**src/rtl/instr_fetch_unit_if.sv**
```systemverilog
// Instruction-memory fetch bus: the fetch unit issues req/addr, memory answers ack/rdata.
interface instr_fetch_unit_if;
    logic        imem_req;
    logic [31:0] imem_addr;
    logic        imem_ack;
    logic [31:0] imem_rdata;

    modport master (
        output imem_req,
        output imem_addr,
        input  imem_ack,
        input  imem_rdata
    );

    modport slave (
        input  imem_req,
        input  imem_addr,
        output imem_ack,
        output imem_rdata
    );
endinterface

```
**src/rtl/instr_fetch_unit.sv**
```systemverilog
// PC owner and fetch sequencer: fetches one word per instruction over a req/ack
// bus, holds it in IR until the datapath commits, then selects the next PC.
module instr_fetch_unit #(
    parameter logic [31:0] RESET_PC = 32'h0000_0000
) (
    input  logic                       clk,
    input  logic                       rst,
    instr_fetch_unit_if.master         imem,
    output logic                       inst_valid,
    input  logic                       inst_ready,
    output logic [31:0]                instr,
    output logic [5:0]                 opc,
    output logic [5:0]                 func,
    output logic [31:0]                pc,
    output logic [31:0]                pc_plus4,
    input  logic                       Branch,
    input  logic                       jump,
    input  logic                       jr,
    input  logic                       zero,
    input  logic [31:0]                jr_target,
    output logic                       addr_err
);

    typedef enum logic [1:0] {
        IDLE  = 2'd0,
        FETCH = 2'd1,
        ISSUE = 2'd2
    } state_t;

    state_t      state_reg;
    state_t      state_next;
    logic [31:0] pc_reg;
    logic [31:0] pc_next;
    logic [31:0] instr_reg;
    logic        addr_err_reg;
    logic        ir_load;
    logic        commit;
    logic [31:0] br_offset;

    always_ff @(posedge clk or posedge rst) begin
        if (rst) begin
            state_reg    <= IDLE;
            pc_reg       <= RESET_PC;
            instr_reg    <= 32'h0;
            addr_err_reg <= 1'b0;
        end else begin
            state_reg    <= state_next;
            addr_err_reg <= commit && jr && (jr_target[1:0] != 2'b00);
            if (ir_load) begin
                instr_reg <= imem.imem_rdata;
            end
            if (commit) begin
                pc_reg <= pc_next;
            end
        end
    end

    // Acks outside FETCH and ready outside ISSUE simply fall through the defaults.
    always_comb begin
        state_next = state_reg;
        ir_load    = 1'b0;
        commit     = 1'b0;
        case (state_reg)
            IDLE: begin
                state_next = FETCH;
            end
            FETCH: begin
                if (imem.imem_ack) begin
                    ir_load    = 1'b1;
                    state_next = ISSUE;
                end
            end
            ISSUE: begin
                if (inst_ready) begin
                    commit     = 1'b1;
                    state_next = FETCH;
                end
            end
            default: begin
                state_next = IDLE;
            end
        endcase
    end

    assign pc_plus4  = pc_reg + 32'd4;
    assign br_offset = {{14{instr_reg[15]}}, instr_reg[15:0], 2'b00};

    // jr beats jump beats taken branch; anything else is sequential.
    always_comb begin
        pc_next = pc_plus4;
        if (jr) begin
            pc_next = {jr_target[31:2], 2'b00};
        end else if (jump) begin
            pc_next = {pc_plus4[31:28], instr_reg[25:0], 2'b00};
        end else if (Branch && zero) begin
            pc_next = pc_plus4 + br_offset;
        end
    end

    assign imem.imem_req  = (state_reg == FETCH);
    assign imem.imem_addr = pc_reg;
    assign inst_valid     = (state_reg == ISSUE);
    assign instr          = instr_reg;
    assign opc            = instr_reg[31:26];
    assign func           = instr_reg[5:0];
    assign pc             = pc_reg;
    assign addr_err       = addr_err_reg;

endmodule

```
**src/flat_wrapper.sv**
```systemverilog
// flat-port wrapper written by rule: the top's interface ports become plain ports
module instr_fetch_unit_flat 
#(
    parameter logic [31:0] RESET_PC = 32'h0000_0000
)
  (clk, rst, inst_valid, inst_ready, instr, opc, func, pc, pc_plus4, Branch, jump, jr, zero, jr_target, addr_err, imem_imem_req, imem_imem_addr, imem_imem_ack, imem_imem_rdata);
  instr_fetch_unit_if imem_i ();
  input  logic clk;
  input  logic rst;
  output logic inst_valid;
  input  logic inst_ready;
  output logic [31:0] instr;
  output logic [5:0] opc;
  output logic [5:0] func;
  output logic [31:0] pc;
  output logic [31:0] pc_plus4;
  input  logic Branch;
  input  logic jump;
  input  logic jr;
  input  logic zero;
  input  logic [31:0] jr_target;
  output logic addr_err;
  output wire logic [$bits(imem_i.imem_req)-1:0] imem_imem_req;
  output wire logic [$bits(imem_i.imem_addr)-1:0] imem_imem_addr;
  input wire logic [$bits(imem_i.imem_ack)-1:0] imem_imem_ack;
  input wire logic [$bits(imem_i.imem_rdata)-1:0] imem_imem_rdata;
  assign imem_imem_req = imem_i.imem_req;
  assign imem_imem_addr = imem_i.imem_addr;
  assign imem_i.imem_ack = imem_imem_ack;
  assign imem_i.imem_rdata = imem_imem_rdata;
  instr_fetch_unit #(.RESET_PC(RESET_PC)) u_core (.clk(clk), .rst(rst), .imem(imem_i), .inst_valid(inst_valid), .inst_ready(inst_ready), .instr(instr), .opc(opc), .func(func), .pc(pc), .pc_plus4(pc_plus4), .Branch(Branch), .jump(jump), .jr(jr), .zero(zero), .jr_target(jr_target), .addr_err(addr_err));
endmodule
```
**config.mk**
```make
export PLATFORM = sky130hd
export DESIGN_NAME = instr_fetch_unit_flat
export DESIGN_NICKNAME = d
export VERILOG_FILES = /design/src/rtl/instr_fetch_unit_if.sv /design/src/rtl/instr_fetch_unit.sv /design/src/flat_wrapper.sv
export SDC_FILE = /design/constraint.sdc
export NUM_CORES = 1
export LEC_CHECK = 0
export BUFFER_PORTS_ARGS = -buffer_cell sky130_fd_sc_hd__buf_2
export CAP_MARGIN = 40
export CELL_PAD_IN_SITES_DETAIL_PLACEMENT = 0
export CELL_PAD_IN_SITES_GLOBAL_PLACEMENT = 1
export CORE_ASPECT_RATIO = 0.6
export CORE_MARGIN = 4
export CORE_UTILIZATION = 39
export DETAILED_ROUTE_END_ITERATION = 7
export PLACE_DENSITY = 0.94
export SLEW_MARGIN = 5
export SYNTH_ARGS = -nofsm -noshare
export SYNTH_HDL_FRONTEND = slang
export SYNTH_SLANG_ARGS = --single-unit
```
**constraint.sdc**
```tcl
create_clock -name clk -period 4.9 [get_ports clk]
set_input_delay 0 -clock clk [delete_from_list [all_inputs] [get_ports clk]]
set_output_delay 0 -clock clk [all_outputs]
set_load 0.01 [all_outputs]
```
; ---- After elaboration in Yosys (flattened, before gate mapping)
; Index checks and enable logic that the tools add are counted.
[word_totals]
inputBits = 72
wordCells = 26
out_inout_bits = 143
reg_bits = 67
[classes]
eq_ne = 4
n_addsub = 2
n_mux = 10
n_reduce_logical = 6
[op_table]
columns = op, n
row1 = two-way mux 32 bit, 3
row2 = adder 32 x 3 -> 32 bit (second input constant), 1
row3 = adder 32 bit, 1
row4 = case mux 2 bit (3 select lines), 1
row5 = two-way mux 1 bit, 4
row6 = two-way mux 2 bit, 2
row7 = != test 2 x 1 -> 1 bit (second input constant), 2
row8 = logical AND 1 bit, 3
row9 = equality test 2 x 1 -> 1 bit (second input constant), 1
row10 = equality test 2 bit (second input constant), 1
row11 = logical NOT 2 bit, 1
row12 = AND reduction 2 bit, 1
row13 = nonzero test 2 bit, 1

; ---- Longest topological paths before layout
; Gate-level depths: netlist of run 1.
[logic_depth]
word_depth = 5
mapped_depth = 16
depth_no_buf = 16

; ---- Least setup slack after synthesis of run 1
; Ideal clock, no wire load.
[synth_path]
kind = register to register
startpoint = register u_core.pc_reg[2] (netlist: u_core.imem.imem_addr[2])
endpoint = register u_core.pc_reg[25] (netlist: u_core.imem.imem_addr[25])
n_path_buf = 0
arrival_ps = 3534
synth_period_minus_slack_ps = 3660
required_ps = 4774
setup_time_ps = 126
slack_ps = 1240
stages_incl_launch_ff = 17
cell_sequence = dfrtp_1 > ha_1 > nand4_1 > nor2b_1 > nand4_1 > nor2_1 > xor2_1 > ha_1 > a21oi_1 > o21ai_0 > a21oi_1 > nor2b_1 > or3_1 > a21oi_1 > xor2_1 > o21ai_1 > a221o_1
[synth_via]
elab_chain_len = 5
[synth_lines]
columns = item, line_no
row1 = start: declaration, instr_fetch_unit.sv:32  ; logic [31:0] pc_reg;
row2 = start signal: assignment, instr_fetch_unit.sv:53  ; pc_reg <= pc_next;
row3 = adder 32 x 3 -> 32 bit, instr_fetch_unit.sv:85  ; assign pc_plus4 = pc_reg + 32'd4;
row4 = named net pc_plus4[22], flat_wrapper.sv:16  ; output logic [31:0] pc_plus4;
row5 = adder 32 bit, instr_fetch_unit.sv:96  ; pc_next = pc_plus4 + br_offset;
row6 = two-way mux 32 bit, instr_fetch_unit.sv:95  ; end else if (Branch && zero) begin
row7 = two-way mux 32 bit, instr_fetch_unit.sv:93  ; end else if (jump) begin
row8 = two-way mux 32 bit, instr_fetch_unit.sv:91  ; if (jr) begin
; The timed path passes the listed nets, and every way through them passes these cells.
; A chain may end at the register's enable or synchronous reset.

; ---- Final worst setup path of run 1
[layout_path]
startpoint = register u_core.pc_reg[2] (netlist: u_core.imem.imem_addr[2])
endpoint = register u_core.pc_reg[31] (netlist: u_core.imem.imem_addr[31])
[layout_via]
elab_chain_len = 5
[layout_lines]
columns = item, line_no
row1 = adder 32 x 3 -> 32 bit (*), instr_fetch_unit.sv:85
row2 = adder 32 bit, instr_fetch_unit.sv:96
row3 = two-way mux 32 bit, instr_fetch_unit.sv:95
row4 = two-way mux 32 bit (*), instr_fetch_unit.sv:93
row5 = two-way mux 32 bit (*), instr_fetch_unit.sv:91
; Every way passes the cells marked *; elsewhere a longest branch is shown, timed or not.

==> metrics.yaml, run 1 <==
grt_use_total_pct: 25.0
dr_total_vias: 5806
dp_cells: 997
syn_to_final_growth_pct: 32.8
ys_warn_count: 0
htreeDepth: 3
crit_path_max_fanout: 7
final_core_util_pct: 53.7
cts_buffer_depth: 2
largest_register_ffs: 32
cts_made_buffers: 9
dr.pass1.iters: 5
port_buffers: 208
final_nets: 977
netlist-cell-type-count: 57
fin_ws_ns: 0.698
cellPowerDensity_nw_per_um2: 771
synthFlopType: "dfrtp_1"
antenna_left: 0
fill_cells: 1287
gp_congestion: 0.953
clkTransAtPathRegs_ns: 0.06
end_kind: "flip-flop"
reg2reg_depth: 16
cts_tree: "yes"
drt-total-wl_um: 21000
syn-instance-count: 653
required_ns: 5.14
hold_path_end: "u_core.imem.imem_addr[25]$_DFFE_PP0P_"
start_util_pct: 40.4
cts_resized: 0
cp_slowest_cell: "dfrtp_1"
whs_path_depth: 4
grt_max_degree: 43
cp_cell_sequence: "ha_1 > nand4_1 > nor2b_1 > nand4_1 > nand2b_1 > xnor2_1 > ha_1 > a21o_1 > a21o_1 > a21oi_1 > nor2_1 > a21oi_1 > o311ai_1 > a21o_1 > and4_1 > o31ai_1"
grt_pass1_vias: 5383
clk_latency_ns: 0.33
cts_hold_buf: 52
ys_ff_latch: 65
worst_pin_slew_ns: 0.803
outcome: "finished, final reports clean"
rrSetupSlack_ns: 0.70
critPathMostFrequentCell: "a21o_1"
via_per_inst: 5.45
row_count: 33
synth_edf_count: 0
critical_path_class: "flip-flop to flip-flop"
holdCritStartpoint: "jr_target[25]"
setup_viol: 0
core_um2: 13800
root_buffer: "clkbuf_16"
syn_area_um2: 5590
ios: 215
timing.rr.start: "u_core.imem.imem_addr[2]$_DFFE_PP0P_"
setup-tns-final_ns: 0
die_h_um: 101
grt_pass1_wl_um: 31500
chipWidth_um: 163
layout_commonest_cell: "buf_2"
max-cap-violations: 0
arrival_ns: 4.44
mostFrequentLayoutCells: "buf_2, nand2_1, dfrtp_1, a21oi_1, dlygate4sd3_1"
hold_class: "input port to flip-flop"
n_antenna_cell: 0
drc_errors: 0
avgRoutedWirePerCell_um: 19.7
dr.first_iter.drc_count: 541
ir_drop_v: 0.000348
slowest_delay_ns: 0.44
ys_seq_area_share_pct: 29.1
dp_worst_setup_slack_ns: 0.788
fin_cells: 1065
p_leak_nw: 3.69
hold_viol: 0
overflow: 0
slew_violations: 0
cts_setup_buffers: 0
timing.slew.headroom_pct: 46.1
start_kind: "flip-flop"
rsz0062_at_grt: "false"
die-area_um2: 16400
drive_above_1_share_pct: 32.1
fin_crit_sh_pct: 85.8
fmax_mhz: 238
clock_sinks: 65
worstReg2RegEnd: "u_core.imem.imem_addr[31]$_DFFE_PP0P_"
antenna_found_initial: 0
synth.avg_cell_area_um2: 8.57
async_flop_share_pct: 100
fin_crit_ns: 4.20
hpwlAfterDp_um: 16000
skew_ns: 0.00784
power breakdown:
group	internal (W)	leakage [nW]	switching, W
sequential	0.000797	0.782	0.000438
clock	0.000446	0.155	0.000261
combinational	0.00163	2.75	0.00216
total	0.00287	3.69	0.00286
metrics by stage:
| stage | power, W | hold WS (ns) | area (µm²) |
|---|---|---|---|
| 2_1_floorplan | 0.00382 | 0.107 | 5610 |
| 3_3_place_gp | 0.00482 | 0.230 | 6490 |
| 3_5_place_dp | 0.00490 | -0.0492 | 6590 |
| 4_1_cts | 0.00566 | 0.00221 | 7430 |
| 5_1_grt | 0.00616 | 0.0226 | 7430 |
| 6_report | 0.00573 | 0.00822 | 7430 |
area by class of cell:
class	instances	area, µm²	area share [%]
Inverter	20	75.1	1.01
Clock inverter	7	95.1	1.28
Tap cell	192	240	3.23
Multi-Input combinational cell	501	3460	46.6
Timing Repair Buffer	271	1700	22.9
Sequential cell	65	1630	21.9
Clock buffer	9	225	3.03
routing by layer:
layer,track usage [%],share of wire [%],vias up
met1,39.0,49,2753
met3,6.82,11,10
li1,-,-,2744
met4,3.48,0.59,0
met2,34.8,40,299
met5,0,0,-
worst max-delay path: cells and delay by family (launching register included):
kind | cells | cell delay [ns]
xor gates and xnor gates | 1 | 0.27
AOI/OAI and AO/OA | 7 | 1.33
and+or+nand+nor | 6 | 1.46
adders and majority gates | 2 | 0.59
DFF | 1 | 0.44
how the worst max path moves through the flow:
stage | end | startpoint | cells after the start
after floorplan | u_core.imem.imem_addr[25]$_DFFE_PP0P_ | u_core.imem.imem_addr[2]$_DFFE_PP0P_ | 16
after global placement | u_core.imem.imem_addr[25]$_DFFE_PP0P_ | u_core.imem.imem_addr[2]$_DFFE_PP0P_ | 16
after detailed placement | u_core.imem.imem_addr[31]$_DFFE_PP0P_ | u_core.imem.imem_addr[2]$_DFFE_PP0P_ | 16
after CTS | u_core.imem.imem_addr[31]$_DFFE_PP0P_ | u_core.imem.imem_addr[2]$_DFFE_PP0P_ | 16
after global routing | u_core.imem.imem_addr[31]$_DFFE_PP0P_ | u_core.imem.imem_addr[2]$_DFFE_PP0P_ | 16
final | u_core.imem.imem_addr[31]$_DFFE_PP0P_ | u_core.imem.imem_addr[2]$_DFFE_PP0P_ | 16
cells in the mapped netlist (all sizes together) (15+ instances only):
master  number  area [µm²]
inv         20        75.1
dfrtp       65        1630
buf         53         380
xnor2       27         236
clkbuf      19        71.3
nand2       68         255
ha          36         450
a21o        15         113
and3        16         100
a21oi       60         304
nand3       15        75.1
mux2        32         360
xor2        22         193
o21ai       42         210
nor2        41         154
kinds of logic (layout without fill, tap and decap cells):
logic type,Yosys count,in the layout,share of synthesized area (%)
AOI/OAI and AO/OA,194,194,22.9
xor gates and xnor gates,49,49,7.67
adders and majority gates,37,37,8.41
buffers and inverters,92,307,9.42
DFF,65,65,29.1
muxes,35,35,6.98
other,1,6,0.0670
and+or+nand+nor,180,180,15.5
No activity file was read; power rests on OpenSTA's default activity.
==> run 2, diff against run 1 <==
--- a/config.mk
+++ b/config.mk
@@ -5,15 +5,16 @@
 export SDC_FILE = /design/constraint.sdc
 export NUM_CORES = 1
 export LEC_CHECK = 0
-export BUFFER_PORTS_ARGS = -buffer_cell sky130_fd_sc_hd__buf_2
 export CAP_MARGIN = 40
 export CELL_PAD_IN_SITES_DETAIL_PLACEMENT = 0
 export CELL_PAD_IN_SITES_GLOBAL_PLACEMENT = 1
 export CORE_ASPECT_RATIO = 0.6
 export CORE_MARGIN = 4
-export CORE_UTILIZATION = 39
+export CORE_UTILIZATION = 52
+export CTS_BUF_LIST = sky130_fd_sc_hd__clkbuf_4 sky130_fd_sc_hd__clkbuf_8
 export DETAILED_ROUTE_END_ITERATION = 7
-export PLACE_DENSITY = 0.94
+export DONT_BUFFER_PORTS = 1
+export PLACE_DENSITY = 0.95
 export SLEW_MARGIN = 5
 export SYNTH_ARGS = -nofsm -noshare
 export SYNTH_HDL_FRONTEND = slang
==> run 2 against run 1 <==
Net effect:
- die area is 24% lower
- largest power group unchanged
- critical endpoint is now u_core.imem.imem_addr[23]$_DFFE_PP0P_
- via count down 8.5%
- setup slack lost 0.37 ns
- flip-flop and latch count unchanged
- global-route usage is 6.6 points higher
- clock-buffer cell count grew 1
- maximum frequency decreased by 8.1%
- largest cell class unchanged
==> metrics.yaml, run 2 (synthesized netlist as in run 1, its figures left out) <==
root_buffer: "clkbuf_8"
power_frac_clock_pct: 9.2
p_int_w: 0.00236
slew_violations: 0
syn_to_final_growth_pct: 14.9
p_leak_nw: 2.88
antenna_left: 0
hold_viol: 0
drive_above_1_share_pct: 11.5
row_count: 29
grt_use_total_pct: 31.6
fmax_mhz: 219
start_kind: "flip-flop"
worst_pin_slew_ns: 0.842
rsz0062_at_grt: "false"
clk_latency_ns: 0.36
ios: 215
grt_max_degree: 66
dr.first_iter.drc_count: 378
dr.max_layer_used: "met5"
wl_met3_um: 2410
critPathLaunch: "u_core.imem.imem_addr[3]$_DFFE_PP0P_"
clock_sinks: 65
die_h_um: 88.3
grt_pass1_vias: 5067
skew_ns: 0.0193
drc_errors: 0
drt-total-wl_um: 20200
overflow: 0
cts_made_buffers: 9
n_antenna_cell: 0
fin_crit_sh_pct: 93.3
die-area_um2: 12500
routedLengthMet1_um: 9210
cts_buffer_depth: 2
mostFrequentLayoutCells: "nand2_1, dlygate4sd3_1, dfrtp_1, a21oi_1, nor2_1"
timing.rr.start: "u_core.imem.imem_addr[3]$_DFFE_PP0P_"
cts_tree: "yes"
wl_met2_um: 8280
final_nets: 794
setup-tns-final_ns: 0
start_util_pct: 53.2
chipWidth_um: 142
hpwlAfterDp_um: 14800
p_comb_share_pct: 61.5
via_per_inst: 6.42
dr.pass1.iters: 5
p_sw_w: 0.00273
fin_crit_ns: 4.57
hold_class: "input port to flip-flop"
dp_cells: 743
outcome: "finished, final reports clean"
arrival_ns: 4.86
port_buffers: 0
sw_frac_of_total_pct: 53.6
grt_pass1_wl_um: 30100
core_um2: 10500
antenna_found_initial: 1
cts_setup_buffers: 0
dr_total_vias: 5314
avgRoutedWirePerCell_um: 24.4
end_kind: "flip-flop"
max-cap-violations: 0
power.share.sequential_pct: 29.3
holdCritStartpoint: "inst_ready"
setup_viol: 0
required_ns: 5.19
largest_register_ffs: 32
gp_congestion: 0.900
clkTransAtPathRegs_ns: 0.08
fin_cells: 828
timing.slew.headroom_pct: 43.4
critical_path_class: "flip-flop to flip-flop"
crit_path_max_fanout: 8
ir_drop_v: 0.000395
cellPowerDensity_nw_per_um2: 792
htreeDepth: 3
run 2: cell types whose count changed in the layout (fill, tap and decap cells not counted):
cell / change
buf_2: -208
buf_12: -1
clkbuf_16: -9
clkbuf_8: +10
nor2_2: -1
buf_16: +1
dlygate4sd3_1: +16
clkinv_4: -1
nor2_1: +1
bufinv_16: -1
buf_4: +9
run 2: layer usage:
metal,track usage [%],vias up
li1,-,2393
met1,46.2,2548
met2,44.8,343
met3,11.1,28
met4,7.40,2
met5,0,-
run 2: what timing repair did:
action	CTS	global route
endpoints found under the hold margin	130	0
hold buffers	69	0
resized for setup	0	0
run 2: worst paths after layout:
check / cells past startpoint / endpoint / slack [ns]
min reg2reg: 1 / u_core.state_reg[0]$_DFFE_PP0P_ / 0.53
max: 16 / u_core.imem.imem_addr[23]$_DFFE_PP0P_ / 0.33
max reg2reg: 16 / u_core.imem.imem_addr[23]$_DFFE_PP0P_ / 0.33
max in group asynchronous: 3 / u_core.imem.imem_addr[7]$_DFFE_PP0P_ / 3.96
min in group asynchronous: 3 / u_core.instr[31]$_DFFE_PP0P_ / 0.34
min: 4 / u_core.imem.imem_addr[23]$_DFFE_PP0P_ / 0.03
run 2: power by group through the flow:
stage | clock network [W] | registers, W | logic [W]
finish | 0.000469 | 0.00149 | 0.00313
global route | 0.000495 | 0.00155 | 0.00341
CTS | 0.000473 | 0.00148 | 0.00304
detailed placement | 0 | 0.00149 | 0.00297
global placement | 0 | 0.00150 | 0.00283
floorplan | 0 | 0.00121 | 0.00261
run 2: worst max-delay path, cell delays in order (launching register included):
cell and delay (ns):
dfrtp_1 0.52, ha_1 0.27, nand4_1 0.17, nor2b_1 0.33
nand4_1 0.40, xnor2_1 0.58, ha_1 0.42, a21oi_1 0.17
o21ai_0 0.13, a21oi_1 0.13, nor2b_1 0.07, nor2_1 0.29
nand2_1 0.11, o21ai_1 0.16, a22oi_1 0.09, dlygate4sd3_1 0.57
o21ai_1 0.12
run 2: metrics by stage:
step | total power [W] | utilization, % | hold slack [ns] | setup slack, ns | cell area (µm²)
after floorplan | 0.00382 | - | 0.107 | 1.24 | 5610
after global placement | 0.00433 | 51.8 | 0.112 | 0.653 | 5450
after CTS | 0.00500 | 60.9 | 0.0105 | 0.402 | 6410
final | 0.00509 | 61.1 | 0.0306 | 0.329 | 6430
after global routing | 0.00545 | 61.1 | 0.0281 | 0.0186 | 6430
after detailed placement | 0.00446 | 52.4 | 0.128 | 0.600 | 5520
run 2: cell type report:
cell class	instances	area (µm²)
Multi-Input combinational cell	501	3460
Clock buffer	10	138
Fill cell	942	4100
Tap cell	139	174
Inverter	20	75.1
Sequential cell	65	1630
Timing Repair Buffer	88	898
Clock inverter	5	56.3
==> run 3, diff against run 2 <==
--- a/config.mk
+++ b/config.mk
@@ -10,11 +10,10 @@
 export CELL_PAD_IN_SITES_GLOBAL_PLACEMENT = 1
 export CORE_ASPECT_RATIO = 0.6
 export CORE_MARGIN = 4
-export CORE_UTILIZATION = 52
-export CTS_BUF_LIST = sky130_fd_sc_hd__clkbuf_4 sky130_fd_sc_hd__clkbuf_8
+export CORE_UTILIZATION = 51
 export DETAILED_ROUTE_END_ITERATION = 7
 export DONT_BUFFER_PORTS = 1
-export PLACE_DENSITY = 0.95
+export PLACE_DENSITY = 0.94
 export SLEW_MARGIN = 5
 export SYNTH_ARGS = -nofsm -noshare
 export SYNTH_HDL_FRONTEND = slang
==> run 3 against run 2 <==
Net effect:
- hold slack got worse by 0.022 ns
- global-route usage fell by 0.61 points
- clock power rose by 51%
- non-clock buffer count fell by 2
- largest cell class unchanged
==> metrics.yaml, run 3 (synthesized netlist as in run 1, its figures left out) <==
cellPowerDensity_nw_per_um2: 815
cts_made_buffers: 9
n_antenna_cell: 0
hold_class: "input port to flip-flop"
cts_tree: "yes"
timing.rr.start: "u_core.imem.imem_addr[2]$_DFFE_PP0P_"
via_per_inst: 6.36
mostFrequentLayoutCells: "nand2_1, dlygate4sd3_1, dfrtp_1, a21oi_1, nor2_1"
chipWidth_um: 143
setup_viol: 0
fin_crit_ns: 4.57
critPathLaunch: "u_core.imem.imem_addr[2]$_DFFE_PP0P_"
worst_pin_slew_ns: 0.878
cts_resized: 0
die-area_um2: 12800
ir_drop_v: 0.000407
crit_path_max_fanout: 7
drive_above_1_share_pct: 11.3
start_util_pct: 52.6
overflow: 0
holdCritStartpoint: "jr_target[17]"
hold_viol: 0
power_frac_clock_pct: 13.4
ios: 215
die_h_um: 89.1
slew_violations: 0
start_kind: "flip-flop"
hpwlAfterDp_um: 14800
fin_crit_sh_pct: 93.2
antenna_found_initial: 0
clkTransAtPathRegs_ns: 0.06
grt_use_total_pct: 31.0
placed_area_um2: 5510
seqCellArea_um2: 1630
root_buffer: "clkbuf_16"
row_count: 29
grt_pass1_vias: 4973
dr_total_vias: 5260
clock_sinks: 65
core_um2: 10600
timing.slew.headroom_pct: 41.0
max-cap-violations: 0
gp_congestion: 1.01
cts_buffer_depth: 2
multiInputGateArea_um2: 3460
largest_register_ffs: 32
port_buffers: 0
drt-total-wl_um: 20100
grt_max_degree: 65
p_int_w: 0.00255
grt_pass1_wl_um: 30000
critical_path_class: "flip-flop to flip-flop"
power.share.sequential_pct: 28.3
layout_commonest_cell: "nand2_1"
sw_frac_of_total_pct: 52.0
antenna_left: 0
arrival_ns: 4.79
p_sw_w: 0.00276
p_leak_nw: 2.93
cts_setup_buffers: 0
skew_ns: 0.0103
final_area_um2: 6520
p_comb_share_pct: 58.3
dr.pass1.iters: 5
syn_to_final_growth_pct: 16.6
fmax_mhz: 219
fill_cells: 912
avgRoutedWirePerCell_um: 24.3
dr.first_iter.drc_count: 384
drc_errors: 0
end_kind: "flip-flop"
rrSetupSlack_ns: 0.33
final_nets: 792
setup-tns-final_ns: 0
required_ns: 5.12
rsz0062_at_grt: "false"
power.total_w: 0.00532
clk_latency_ns: 0.34
final_core_util_pct: 61.3
htreeDepth: 3
outcome: "finished, final reports clean"
run 3: per-layer routing:
metal | part of all wire [%] | vias up | global-route usage [%] | wire [µm]
met2 | 39 | 309 | 41.9 | 7770
met3 | 12 | 18 | 10.6 | 2460
met4 | 0.92 | 0 | 5.47 | 184
met5 | 0 | - | 0 | 0
met1 | 48 | 2556 | 47.7 | 9660
li1 | - | 2377 | - | -
run 3: per-stage QoR:
| stage | hold WS, ns | cells | setup slack, ns |
|---|---|---|---|
| after global placement | -0.272 | 741 | 0.548 |
| after CTS | 0.000997 | 827 | 0.388 |
| after detailed placement | -0.270 | 743 | 0.556 |
| after floorplan | 0.107 | 658 | 1.24 |
| after global routing | 0.0311 | 827 | 0.0190 |
| final | 0.00855 | 827 | 0.332 |
run 3: cell type report:
type,count,share of cell area (%)
multi-input cells,501,53.1
clock inverters,6,1.40
well taps,139,2.67
clock buffers,10,3.51
inverters,20,1.15
repair buffers,86,13.3
flip-flops and latches,65,24.9
run 3: critical path, cell delays in order, from the launching register on:
cell and delay (ns):
dfrtp_1 0.55, ha_1 0.27, nand4_1 0.17, nor2b_1 0.36, and4_1 0.26, xor2_1 0.25
ha_1 0.34, a21oi_1 0.25, o21bai_1 0.09, a21o_1 0.18, a21oi_1 0.27, a21oi_2 0.14
o2111a_1 0.29, o21a_1 0.23, xnor2_1 0.15, o22ai_1 0.08, dlygate4sd3_1 0.56
run 3: power groups by stage:
stage | Sequential [W] | Combinational [W] | Clock, W
2_1_floorplan | 0.00121 | 0.00261 | 0
3_3_place_gp | 0.00149 | 0.00287 | 0
3_5_place_dp | 0.00150 | 0.00295 | 0
4_1_cts | 0.00149 | 0.00303 | 0.000715
5_1_grt | 0.00155 | 0.00339 | 0.000744
6_report | 0.00150 | 0.00310 | 0.000710
run 3: path summary, 6_finish.rpt:
path,to,depth (start not counted)
max in group asynchronous,u_core.imem.imem_addr[29]$_DFFE_PP0P_,3
setup reg to reg,u_core.imem.imem_addr[28]$_DFFE_PP0P_,16
hold reg to reg,u_core.state_reg[0]$_DFFE_PP0P_,1
min in group asynchronous,u_core.instr[7]$_DFFE_PP0P_,3
setup / recovery,u_core.imem.imem_addr[28]$_DFFE_PP0P_,16
hold / removal,u_core.imem.imem_addr[17]$_DFFE_PP0P_,3
run 3: what timing repair did:
item,in CTS,in global routing
hold endpoints to repair,126,0
hold buffers,68,0
endpoints found under the setup margin,0,0
